## config.mk

```make
export PLATFORM = sky130hd
export DESIGN_NAME = srt_div10_iter_flat
export DESIGN_NICKNAME = d
export VERILOG_FILES = /design/src/rtl/srt_div10_iter_pkg.sv /design/src/rtl/srt_div10_iter_if.sv /design/src/rtl/srt_div10_iter_qsel.sv /design/src/rtl/srt_div10_iter.sv /design/src/flat_wrapper.sv
export SDC_FILE = /design/constraint.sdc
export NUM_CORES = 1
export LEC_CHECK = 0
export CORE_MARGIN = 2
export CORE_UTILIZATION = 48
export DETAILED_ROUTE_END_ITERATION = 6
export PLACE_DENSITY = 0.75
export RECOVER_POWER = 100
export SETUP_SLACK_MARGIN = 0.02
export SYNTH_ARGS = -nofsm -noshare
export SYNTH_HDL_FRONTEND = slang
export SYNTH_SLANG_ARGS = --single-unit
```

## constraint.sdc

```tcl
create_clock -name clk -period 2.5 [get_ports clk]
set_clock_uncertainty 0.2 [all_clocks]
set_input_delay 0.5 -clock clk [delete_from_list [all_inputs] [get_ports clk]]
set_output_delay 0.5 -clock clk [all_outputs]
set_load 0.01 [all_outputs]
```

## src/rtl/srt_div10_iter_pkg.sv

```systemverilog
`default_nettype none
// +----------------------------------------------------------------------------+
// | Package    : srt_pkg                                                       |
// | Purpose    : Shared widths, FSM state encoding, mux select codes and the   |
// |              quotient-digit encoding for the radix-2 SRT divider stage.    |
// | Contents   : W, IT, WW (remainder width), CW (counter width),              |
// |              state_t, qdig_t, SEL_* select codes.                          |
// | Revision   : 1.0  initial release                                          |
// +----------------------------------------------------------------------------+
package srt_pkg;

  // Operand width is tied to the downstream 10-bit 3:1 mux.
  localparam int W  = 10;
  // One quotient digit per iteration, one iteration per operand bit.
  localparam int IT = W;
  // Partial remainder: two extra integer/sign bits so 2*w never overflows.
  localparam int WW = W + 2;
  // Iteration counter width.
  localparam int CW = $clog2(IT);

  typedef enum logic [1:0] {
    IDLE = 2'd0,
    ITER = 2'd1,
    FIX  = 2'd2,
    DONE = 2'd3
  } state_t;

  // Quotient digit in {+1, 0, -1}.
  typedef enum logic [1:0] {
    QD_ZERO = 2'b00,
    QD_POS  = 2'b01,
    QD_NEG  = 2'b11
  } qdig_t;

  // Mux leg select codes. Leg a carries ~d and is used to subtract d
  // (digit +1, carry-in supplied by this stage); leg c carries d (digit -1).
  localparam logic [1:0] SEL_NEG_D = 2'b00;
  localparam logic [1:0] SEL_ZERO  = 2'b01;
  localparam logic [1:0] SEL_POS_D = 2'b10;

endpackage
`default_nettype wire

```

## src/rtl/srt_div10_iter_if.sv

```systemverilog
`default_nettype none
// +----------------------------------------------------------------------------+
// | Interface  : srt_div10_iter_if                                             |
// | Purpose    : Bundles the divider request/response handshake and the        |
// |              operand/select bus to the external 3:1 multiple-select mux.   |
// | Signals    : start, x, d            request side (master drives)           |
// |              busy, done, err,       response side (divider drives)         |
// |              quotient, rem                                                 |
// |              mux_a, mux_b, mux_c,   mux operands + select (divider drives) |
// |              mux_s                                                         |
// |              mux_y                  mux result (mux side drives)           |
// | Modports   : master = requester + mux; slave = divider stage              |
// | Revision   : 1.0  initial release                                          |
// +----------------------------------------------------------------------------+
interface srt_div10_iter_if;
  import srt_pkg::*;

  logic          start;
  logic [W-1:0]  x;
  logic [W-1:0]  d;
  logic          busy;
  logic          done;
  logic          err;
  logic [W-1:0]  quotient;
  logic [WW-1:0] rem;
  logic [W-1:0]  mux_a;
  logic [W-1:0]  mux_b;
  logic [W-1:0]  mux_c;
  logic [1:0]    mux_s;
  logic [W-1:0]  mux_y;

  modport master (
    output start, x, d, mux_y,
    input  busy, done, err, quotient, rem, mux_a, mux_b, mux_c, mux_s
  );

  modport slave (
    input  start, x, d, mux_y,
    output busy, done, err, quotient, rem, mux_a, mux_b, mux_c, mux_s
  );

endinterface
`default_nettype wire

```

## src/rtl/srt_div10_iter_qsel.sv

```systemverilog
`default_nettype none
// +----------------------------------------------------------------------------+
// | Module     : srt_qsel                                                      |
// | Purpose    : Radix-2 SRT quotient-digit selection from the top four bits   |
// |              of the shifted partial remainder.                             |
// | Ports      : t_hi  in  4   t[11:8] of t = 2w, read as signed quarters      |
// |              digit out 2   selected digit (+1 / 0 / -1)                    |
// |              sel   out 2   matching mux select code                        |
// | Revision   : 1.0  initial release                                          |
// +----------------------------------------------------------------------------+
module srt_qsel
  import srt_pkg::*;
(
  input  logic [3:0] t_hi,
  output qdig_t      digit,
  output logic [1:0] sel
);

  // t_hi is floor(4*t): the estimate truncates toward -inf, so the
  // thresholds below give +1 for t >= 0.5 and -1 for t < -0.5.
  logic signed [3:0] y4;
  assign y4 = $signed(t_hi);

  always_comb begin
    digit = QD_ZERO;
    sel   = SEL_ZERO;
    if (y4 >= 4'sd2) begin
      digit = QD_POS;
      sel   = SEL_NEG_D;
    end else if (y4 < -4'sd2) begin
      digit = QD_NEG;
      sel   = SEL_POS_D;
    end
  end

endmodule
`default_nettype wire

```

## src/rtl/srt_div10_iter.sv

```systemverilog
`default_nettype none
// +----------------------------------------------------------------------------+
// | Module     : srt_div10_iter                                                |
// | Purpose    : Radix-2 SRT fractional divider control/datapath stage, 10 bit.|
// |              Picks one quotient digit per cycle, drives the external 3:1   |
// |              mux (~d, 0, d) and folds its output into the partial          |
// |              remainder. On-the-fly quotient conversion (Q / QM).           |
// | Ports      : clk    in  1   rising-edge clock                              |
// |              rst_n  in  1   asynchronous active-low reset                  |
// |              bus    slave   start/x/d in; busy/done/err/quotient/rem out;  |
// |                             mux_a/b/c/s out; mux_y in (same-cycle)         |
// | Latency    : load edge 0 -> done high in the cycle after edge 12           |
// |              (operand error: cycle after edge 1).                          |
// | Revision   : 1.0  initial release                                          |
// +----------------------------------------------------------------------------+
module srt_div10_iter
  import srt_pkg::*;
(
  input  logic                  clk,
  input  logic                  rst_n,
  srt_div10_iter_if.slave       bus
);

  state_t         state;
  state_t         state_nxt;

  logic [WW-1:0]  w;          // partial remainder, two's complement
  logic [W-1:0]   q_acc;      // on-the-fly Q
  logic [W-1:0]   qm_acc;     // on-the-fly Q - 1ulp
  logic [CW-1:0]  cnt;
  logic [W-1:0]   d_reg;
  logic           err_pend;   // operand error seen at the accepted start

  logic           busy_reg;
  logic           done_reg;
  logic           err_reg;
  logic [W-1:0]   quot_reg;
  logic [WW-1:0]  rem_reg;

  logic           bad_ops;
  logic           accept;
  logic [1:0]     sel;
  qdig_t          digit;
  logic [1:0]     qsel_sel;
  logic [WW-1:0]  t;
  logic [WW-1:0]  ext;
  logic [WW-1:0]  w_iter;
  logic [WW-1:0]  w_fix;

  // --------------------------------------------------------------------------
  // Request qualification. busy is still high during the done cycle, so a
  // start there is treated as arriving while busy and dropped.
  // --------------------------------------------------------------------------
  assign bad_ops = ~bus.d[W-1] | (bus.x >= bus.d);
  assign accept  = (state == IDLE) & bus.start & ~busy_reg;

  // --------------------------------------------------------------------------
  // Digit selection and remainder update
  // --------------------------------------------------------------------------
  assign t = {w[WW-2:0], 1'b0};

  srt_qsel u_qsel (
    .t_hi  (t[WW-1:WW-4]),
    .digit (digit),
    .sel   (qsel_sel)
  );

  // For digit +1 the mux returns ~d; sign-extend it as negative and add the
  // carry-in so the sum is t - d.
  assign ext    = (digit == QD_POS) ? {2'b11, bus.mux_y} : {2'b00, bus.mux_y};
  assign w_iter = t + ext + {{(WW-1){1'b0}}, (digit == QD_POS)};
  assign w_fix  = w + {2'b00, bus.mux_y};

  // --------------------------------------------------------------------------
  // FSM: state register
  // --------------------------------------------------------------------------
  always_ff @(posedge clk or negedge rst_n) begin
    if (!rst_n) begin
      state <= IDLE;
    end else begin
      state <= state_nxt;
    end
  end

  // --------------------------------------------------------------------------
  // FSM: next state and mux select
  // --------------------------------------------------------------------------
  always_comb begin
    state_nxt = state;
    sel       = SEL_ZERO;
    case (state)
      IDLE: begin
        if (accept) begin
          state_nxt = bad_ops ? DONE : ITER;
        end
      end
      ITER: begin
        sel = qsel_sel;
        if (cnt == CW'(IT - 1)) begin
          state_nxt = FIX;
        end
      end
      FIX: begin
        // A negative final remainder is corrected by adding d once.
        sel       = w[WW-1] ? SEL_POS_D : SEL_ZERO;
        state_nxt = DONE;
      end
      DONE: begin
        state_nxt = IDLE;
      end
      default: begin
        state_nxt = IDLE;
      end
    endcase
  end

  // --------------------------------------------------------------------------
  // Datapath and handshake registers
  // --------------------------------------------------------------------------
  always_ff @(posedge clk or negedge rst_n) begin
    if (!rst_n) begin
      w        <= '0;
      q_acc    <= '0;
      qm_acc   <= '0;
      cnt      <= '0;
      d_reg    <= '0;
      err_pend <= 1'b0;
      busy_reg <= 1'b0;
      done_reg <= 1'b0;
      err_reg  <= 1'b0;
      quot_reg <= '0;
      rem_reg  <= '0;
    end else begin
      done_reg <= 1'b0;
      if (done_reg) begin
        busy_reg <= 1'b0;
      end

      case (state)
        IDLE: begin
          if (accept) begin
            busy_reg <= 1'b1;
            err_pend <= bad_ops;
            if (!bad_ops) begin
              d_reg  <= bus.d;
              w      <= {2'b00, bus.x};
              q_acc  <= '0;
              qm_acc <= '0;
              cnt    <= '0;
            end
          end
        end
        ITER: begin
          w   <= w_iter;
          cnt <= cnt + 1'b1;
          case (digit)
            QD_POS: begin
              q_acc  <= {q_acc[W-2:0], 1'b1};
              qm_acc <= {q_acc[W-2:0], 1'b0};
            end
            QD_NEG: begin
              q_acc  <= {qm_acc[W-2:0], 1'b1};
              qm_acc <= {qm_acc[W-2:0], 1'b0};
            end
            default: begin
              q_acc  <= {q_acc[W-2:0], 1'b0};
              qm_acc <= {qm_acc[W-2:0], 1'b1};
            end
          endcase
        end
        FIX: begin
          if (w[WW-1]) begin
            w     <= w_fix;
            q_acc <= qm_acc;
          end
        end
        DONE: begin
          done_reg <= 1'b1;
          err_reg  <= err_pend;
          quot_reg <= err_pend ? {W{1'b1}} : q_acc;
          rem_reg  <= err_pend ? {WW{1'b0}} : w;
        end
        default: begin
        end
      endcase
    end
  end

  // --------------------------------------------------------------------------
  // Outputs
  // --------------------------------------------------------------------------
  assign bus.mux_a    = ~d_reg;
  assign bus.mux_b    = '0;
  assign bus.mux_c    = d_reg;
  assign bus.mux_s    = sel;
  assign bus.busy     = busy_reg;
  assign bus.done     = done_reg;
  assign bus.err      = err_reg;
  assign bus.quotient = quot_reg;
  assign bus.rem      = rem_reg;

`ifndef SYNTHESIS
  // Convergence invariant: |w| < d throughout the digit iterations.
  logic [WW-1:0] w_mag;
  assign w_mag = w[WW-1] ? (~w + {{(WW-1){1'b0}}, 1'b1}) : w;

  always_ff @(posedge clk) begin
    if (rst_n && (state == ITER)) begin
      assert (w_mag < {2'b00, d_reg})
        else $error("srt_div10_iter: |w| >= d during iteration");
    end
  end
`endif

endmodule
`default_nettype wire

```

## src/flat_wrapper.sv

```systemverilog
// flat-port wrapper written by rule: the top's interface ports become plain ports
module srt_div10_iter_flat import srt_pkg::*;
  (clk, rst_n, bus_start, bus_x, bus_d, bus_mux_y, bus_busy, bus_done, bus_err, bus_quotient, bus_rem, bus_mux_a, bus_mux_b, bus_mux_c, bus_mux_s);
  srt_div10_iter_if bus_i ();
  input  logic clk;
  input  logic rst_n;
  input wire logic [$bits(bus_i.start)-1:0] bus_start;
  input wire logic [$bits(bus_i.x)-1:0] bus_x;
  input wire logic [$bits(bus_i.d)-1:0] bus_d;
  input wire logic [$bits(bus_i.mux_y)-1:0] bus_mux_y;
  output wire logic [$bits(bus_i.busy)-1:0] bus_busy;
  output wire logic [$bits(bus_i.done)-1:0] bus_done;
  output wire logic [$bits(bus_i.err)-1:0] bus_err;
  output wire logic [$bits(bus_i.quotient)-1:0] bus_quotient;
  output wire logic [$bits(bus_i.rem)-1:0] bus_rem;
  output wire logic [$bits(bus_i.mux_a)-1:0] bus_mux_a;
  output wire logic [$bits(bus_i.mux_b)-1:0] bus_mux_b;
  output wire logic [$bits(bus_i.mux_c)-1:0] bus_mux_c;
  output wire logic [$bits(bus_i.mux_s)-1:0] bus_mux_s;
  assign bus_i.start = bus_start;
  assign bus_i.x = bus_x;
  assign bus_i.d = bus_d;
  assign bus_i.mux_y = bus_mux_y;
  assign bus_busy = bus_i.busy;
  assign bus_done = bus_i.done;
  assign bus_err = bus_i.err;
  assign bus_quotient = bus_i.quotient;
  assign bus_rem = bus_i.rem;
  assign bus_mux_a = bus_i.mux_a;
  assign bus_mux_b = bus_i.mux_b;
  assign bus_mux_c = bus_i.mux_c;
  assign bus_mux_s = bus_i.mux_s;
  srt_div10_iter u_core (.clk(clk), .rst_n(rst_n), .bus(bus_i));
endmodule
```

* Word-level counts from Yosys, hierarchy flattened
Index checks and enable logic that the tools add are counted.
** Word-level totals
- Output and inout port bits :: 57
- Bits in registers :: 74
- Word-level logic and storage cells :: 77
** Operators by class
- Bitwise operators :: 7
- Eq/ne operators :: 10
- $add $sub $neg :: 4
- $lt $le $gt $ge :: 3
- Reduce and logical (&&, ||, !) cells :: 9
- Multiplexer cells :: 31
** Operator list (number)
- 12-bit two-way mux :: 5
- 10-bit one-hot mux with 2 select lines :: 3
- 10-bit two-way mux :: 4
- 12-bit one-hot mux with 3 select lines :: 1
- 10-bit one-hot mux with 3 select lines :: 1
- 2-bit two-way mux :: 8
- 12-bit by 1-bit adder with 12-bit output :: 1
- 12-bit by 10-bit adder with 12-bit output :: 1
- 12-bit adder :: 1
- 10-bit >= comparator :: 1
- 10-bit NOT :: 1
- 3-bit AND reduction :: 3
- 4-bit two-way mux :: 2
- 2-bit one-hot mux with 4 select lines :: 1
- 4-bit one-hot mux with 2 select lines :: 1
- 2-bit == test (second input constant) :: 3
- 2-bit by 1-bit inequality test with 1-bit output (second input constant) :: 3
- 4-bit by 1-bit adder with 4-bit output (second input constant) :: 1
- 2-bit by 1-bit == test with 1-bit output (second input constant) :: 2
- 4-bit == test (second input constant) :: 1
- 4-bit by 3-bit >= comparator with 1-bit output (second input constant) :: 1
- 4-bit by 2-bit < comparator with 1-bit output (second input constant) :: 1
- 1-bit two-way mux :: 4
- 2-bit one-hot mux with 2 select lines :: 1
- other kinds (9) :: 13

* Depth between registers and ports, before layout
- Depth after elaboration :: 8
- Gate-level depth with buffers :: 12
- Mapped depth without buffers :: 11

* Modules after synthesis
From an unflattened synthesis, not the netlist that was laid out.
** Second synthesis, totals
- Cell total of the unflattened synthesis :: 577
- Area, all modules :: 4909.7 um^2
** By module, submodules not included
- srt_div10_iter :: cells each 571, area an instance 4868.4 um^2, times used 1, sequential area each 1851.8 um^2
- srt_qsel :: cells each 6, area an instance 41.3 um^2, times used 1, sequential area each 0.0 um^2

* Worst setup path after synthesis
OpenSTA, ideal clock, no wires.
- Path type :: register -> register
- Start point :: register u_core.w[8]
- End point :: register u_core.w[8]
- Data arrival time :: 2.437 ns
- Setup time :: 0.122 ns
- Path slack :: -0.259 ns
- Stages on the path, launching flop included :: 13
- Cell sequence :: dfrtp_1 > o21bai_1 > buf_2 > inv_1 > ha_1 > inv_1 > fa_1 > nor2b_1 > o31a_1 > o211a_1 > or3_1 > a21oi_1 > o2bb2ai_1
** On the way
- Word-level cells in the longest chain between the ends :: 6
- Elaborated cells between the ends (all ways) :: 9
- Classes of those cells :: add/sub: 2; order compare: 2; eq/ne: 1; mux: 4
** RTL lines
- start, declared :: line srt_div10_iter.sv:27 : logic [WW-1:0] w;
- start signal, assigned :: line srt_div10_iter.sv:146 : w <= {2'b00, bus.x};
- start signal, assigned :: line srt_div10_iter.sv:154 : w <= w_iter;
- start signal, assigned :: line srt_div10_iter.sv:173 : w <= w_fix;
- 4-bit by 2-bit < comparator with 1-bit output :: line srt_div10_iter_qsel.sv:30 : end else if (y4 < -4'sd2) begin
- 2-bit two-way mux :: line srt_div10_iter_qsel.sv:30
- 2-bit two-way mux :: line srt_div10_iter_qsel.sv:27 : if (y4 >= 4'sd2) begin
- 2-bit by 1-bit == test with 1-bit output :: line srt_div10_iter.sv:71 : assign w_iter = t + ext + {{(WW-1){1'b0}}, (digit == QD_POS)};
- 12-bit by 1-bit adder with 12-bit output :: line srt_div10_iter.sv:71
- 12-bit one-hot mux with 3 select lines (*) :: line srt_div10_iter.sv:139 : case (state)
Every way passes the cells marked *; elsewhere a longest branch is shown, timed or not. The select of a mux whose other input is x is not followed.
A chain may end at the register's enable or synchronous reset.

* Worst setup path after layout
- Start point :: register u_core.w[8]
- End point :: register u_core.w[6]
** On the way
- Word-level cells in the longest chain between the ends :: 6
- Elaborated cells between the ends (all ways) :: 7
- Classes of those cells :: add/sub: 1; order compare: 2; eq/ne: 1; mux: 3
** RTL lines (line)
- 4-bit by 2-bit < comparator with 1-bit output :: srt_div10_iter_qsel.sv:30
- 2-bit two-way mux :: srt_div10_iter_qsel.sv:30
- 2-bit two-way mux (*) :: srt_div10_iter_qsel.sv:27
- 2-bit by 1-bit == test with 1-bit output (*) :: srt_div10_iter.sv:71
- 12-bit by 1-bit adder with 12-bit output (*) :: srt_div10_iter.sv:71
- 12-bit one-hot mux with 3 select lines (*) :: srt_div10_iter.sv:139
Every way passes the cells marked *; elsewhere a longest branch is shown, timed or not.

==> impl_metrics.env <==
export IMPL_die_area_um2=11000
export IMPL_drv_slew=0
export IMPL_placed_wire_length_estimate_um=10200
export IMPL_filler_cell_count=738
export IMPL_cts_sinks=74
export IMPL_yosys_cell_types_count=58
export IMPL_drt_vias_per_instance=5.67
export IMPL_final_core_utilization_pct=73.1
export IMPL_worstSetupEndpoint="u_core.w[6]$_DFFE_PN0P_"
export IMPL_cts_made_buffers=9
export IMPL_worstReg2RegEnd="u_core.w[6]$_DFFE_PN0P_"
export IMPL_cp_cell_sequence="o21bai_4 > inv_4 > ha_4 > inv_2 > fa_2 > nor2b_1 > o31a_1 > buf_4 > or4_4 > a21oi_2 > a211oi_1 > o2bb2ai_1"
export IMPL_final_min_clock_period_ns=2.63
export IMPL_seq_area_frac_synth_pct=38.0
export IMPL_numPortBuffers=79
export IMPL_synth_yosys_warnings=0
export IMPL_grt_overflow_total=0
export IMPL_cts_reportedPaths_clkPinSlew_ns=0.09
export IMPL_dp_cells=798
export IMPL_timing_worst_setup_path_type="register to register"
export IMPL_placement_rows=36
export IMPL_synth_seq_cells=74
export IMPL_setup_total_negative_slack_ns=-1.88
export IMPL_yosys_cell_count_top_type="sky130_fd_sc_hd__dfrtp_1"
export IMPL_grt_pass1_wl_um=23400
export IMPL_synth_cells=514
export IMPL_number_of_enable_type_register_cells_in_the_synthesized_netlist=0
export IMPL_timing_critical_path_to_type="register"
export IMPL_drtIter0Drc=303
export IMPL_maximum_number_of_pins_on_one_net_before_global_route_repair=47
export IMPL_worst_ir_drop_vdd_uv=639
export IMPL_crit_required_ns=2.60
export IMPL_post_synthesis_async_set_or_reset_flop_share_pct=100
export IMPL_post_layout_total_power_w=0.00893
export IMPL_syn_cell_area_um2=4870
export IMPL_hold_viol_final=0
export IMPL_worst_skew_pair_late_latency_ns=0.37
export IMPL_htree_num_levels=3
export IMPL_timing_critical_path_slowest_cell_delay_ns=0.42
export IMPL_globalplace_congestion=0.868
export IMPL_synth_commonest_cells="74 x sky130_fd_sc_hd__dfrtp_1, 38 x sky130_fd_sc_hd__inv_1, 38 x sky130_fd_sc_hd__nor2_1, 37 x sky130_fd_sc_hd__ha_1, 34 x sky130_fd_sc_hd__a21oi_1"
export IMPL_crit_slowest_cell="sky130_fd_sc_hd__dfrtp_1"
export IMPL_cts_tree="yes"
export IMPL_synth_top_area_share_pct=38.0
export IMPL_worst_r2r_startpoint="u_core.w[8]$_DFFE_PN0P_"
export IMPL_holdWs_ns=0.270
export IMPL_ant_nets=0
export IMPL_syn_area_per_cell_um2=9.48
export IMPL_routed_wirelength_um=14800
export IMPL_initial_core_util_pct=49.6
export IMPL_floorplan_io_pins=90
export IMPL_power_density_cell_area_nw_per_um2=1240
export IMPL_routed_via_count=4705
export IMPL_clk_root_buffer_cell="sky130_fd_sc_hd__clkbuf_8"
export IMPL_diodes=0
export IMPL_setup_viol=39
export IMPL_max_slew_worst_pin_slew_ns=1.14
export IMPL_gr_util_all_layers_pct=26.7
export IMPL_timing_critical_path_from="u_core.w[8]$_DFFE_PN0P_"
export IMPL_path_depth=12
export IMPL_remaining_drc_errors=0
export IMPL_slew_headroom_pct=23.7
export IMPL_cp_arrival_ns=2.73
export IMPL_maximum_fanout_along_the_worst_path=4
export IMPL_nNetsFinal=764
export IMPL_ys_flop_type="sky130_fd_sc_hd__dfrtp_1"
export IMPL_max_clock_path_buffers=2
export IMPL_die_h_um=105
export IMPL_r2r_slack_ns=-0.13
export IMPL_hold_path_class="primary input to register"
export IMPL_drt_pass1_iter_count=5
export IMPL_maxClockFrequency_mhz=380
export IMPL_violations_in_the_final_reports="negative setup slack"
export IMPL_flow_area_growth_from_synthesis_pct=47.3
export IMPL_initial_antenna_violation_count=0
export IMPL_first_global_vias=4668
export IMPL_synth_top_cells_by_area="sky130_fd_sc_hd__dfrtp_1 38%, sky130_fd_sc_hd__ha_1 9.5%, sky130_fd_sc_hd__mux2i_1 3.9%, sky130_fd_sc_hd__a21oi_1 3.5%, sky130_fd_sc_hd__o21ai_0 3.2%"
export IMPL_reg2reg_depth=12
export IMPL_max_cap_viol_count=0
export IMPL_ratio_of_cells_with_drive_above_1_in_the_final_layout_pct=32.4
export IMPL_crit_path_start_kind="register"
export IMPL_post_detailed_route_wirelength_per_cell_um=17.9
export IMPL_period_share_pct=105
export IMPL_power_static_leakage_nw=3.36
export IMPL_path_delay_family="compound AO/OA/AOI/OAI gates"
export IMPL_critical_path_buf_inv_count=3
export IMPL_post_route_worst_setup_slack_ns=-0.129
export IMPL_unrepaired_setup_endpoints_after_global_routing="true"
export IMPL_netlist_top_cell_by_area="sky130_fd_sc_hd__dfrtp_1"
export IMPL_instances_no_fill=830
export IMPL_run_status="finished, violations left"
export IMPL_die_w_um=105
export IMPL_core_area_um2=9820
-- power by group --
group / switching [W] / total, W / internal (W) / leakage [nW]
Combinational: 0.00306 / 0.00598 / 0.00292 / 2.34
Sequential: 0.000344 / 0.00197 / 0.00162 / 0.921
Clock: 0.000490 / 0.000980 / 0.000490 / 0.103
Total: 0.00390 / 0.00893 / 0.00504 / 3.36
-- cell usage in the layout (no fill, tap or decap), types with 8 or more instances in the layout --
cell type	n
sky130_fd_sc_hd__a22oi_1	9
sky130_fd_sc_hd__o2bb2ai_1	16
sky130_fd_sc_hd__inv_1	27
sky130_fd_sc_hd__dlygate4sd3_1	46
sky130_fd_sc_hd__ha_4	10
sky130_fd_sc_hd__conb_1	10
sky130_fd_sc_hd__mux2_2	9
sky130_fd_sc_hd__o21ai_0	18
sky130_fd_sc_hd__buf_4	98
sky130_fd_sc_hd__dfrtp_1	74
sky130_fd_sc_hd__dlymetal6s2s_1	13
sky130_fd_sc_hd__a31o_2	12
sky130_fd_sc_hd__nor2_1	36
sky130_fd_sc_hd__nand2_1	25
sky130_fd_sc_hd__inv_2	10
sky130_fd_sc_hd__a21oi_1	27
sky130_fd_sc_hd__clkbuf_8	10
sky130_fd_sc_hd__xnor2_1	11
sky130_fd_sc_hd__o211ai_1	8
sky130_fd_sc_hd__ha_1	26
sky130_fd_sc_hd__nor2b_1	17
sky130_fd_sc_hd__clkdlybuf4s50_1	13
sky130_fd_sc_hd__o21ai_1	9
sky130_fd_sc_hd__mux2i_1	19
-- final cells by class --
class	count	area, um2	area share [%]
Timing Repair Buffer	193	1710	23.8
Inverter	39	149	2.07
Sequential cell	74	1850	25.8
Clock inverter	6	65.1	0.906
Multi-Input combinational cell	375	3100	43.2
Tap cell	133	166	2.32
Clock buffer	10	138	1.92
-- timing repair --
item	in CTS	in global routing
endpoints found under the setup margin	49	49
hold endpoints to repair	19	0
cloned	2	0
resized for setup	58	71
hold buffers	1	0
buffers inserted	7	7
pin swaps	23	28
-- how the worst min path moves through the flow --
stage                              startpoint                         endpoint  slack (ns)  cells after the start
CTS                 u_core.bus.done$_DFF_PN0_        u_core.bus.busy$_DFF_PN0_        0.29                      1
finish                               bus_d[1]  u_core.bus.mux_c[1]$_DFFE_PN0P_        0.27                      3
global placement    u_core.bus.done$_DFF_PN0_        u_core.bus.busy$_DFF_PN0_        0.26                      1
floorplan                               rst_n        u_core.bus.busy$_DFF_PN0_       0.004                      0
global route                         bus_d[1]  u_core.bus.mux_c[1]$_DFFE_PN0P_        0.28                      3
detailed placement  u_core.bus.done$_DFF_PN0_        u_core.bus.busy$_DFF_PN0_        0.24                      1
-- layer usage --
layer / global-route usage (%) / wire length [um] / up-vias
li1: - / - / 2199
met1: 36.2 / 6600 / 2307
met2: 43.5 / 7160 / 176
met3: 4.49 / 804 / 23
met4: 8.86 / 254 / 0
met5: 0 / 0 / -
-- cells by family after synthesis --
| logic type | Yosys count | synth area share, % |
|---|---|---|
| other | 1 | 0.0769 |
| adders and majority gates | 39 | 10.3 |
| AOI/OAI and AO/OA | 160 | 22.8 |
| muxes | 33 | 7.37 |
| and+or+nand+nor | 120 | 11.9 |
| xor gates and xnor gates | 13 | 2.34 |
| buffers and inverters | 74 | 7.16 |
| DFF | 74 | 38.0 |
-- worst min-delay path: stages --
cell	delay (ns)
sky130_fd_sc_hd__dlymetal6s2s_1	0.13
sky130_fd_sc_hd__inv_2	0.09
sky130_fd_sc_hd__mux2i_1	0.08
-- through the flow --
step                      worst slack, ns  cell area, um2
after floorplan                    -0.163            4930
after global placement             -0.648            6450
after detailed placement           -0.715            6450
after CTS                          -0.114            6970
after global routing               -0.204            7180
final                              -0.129            7180
Power figures use the tool's default switching activity.
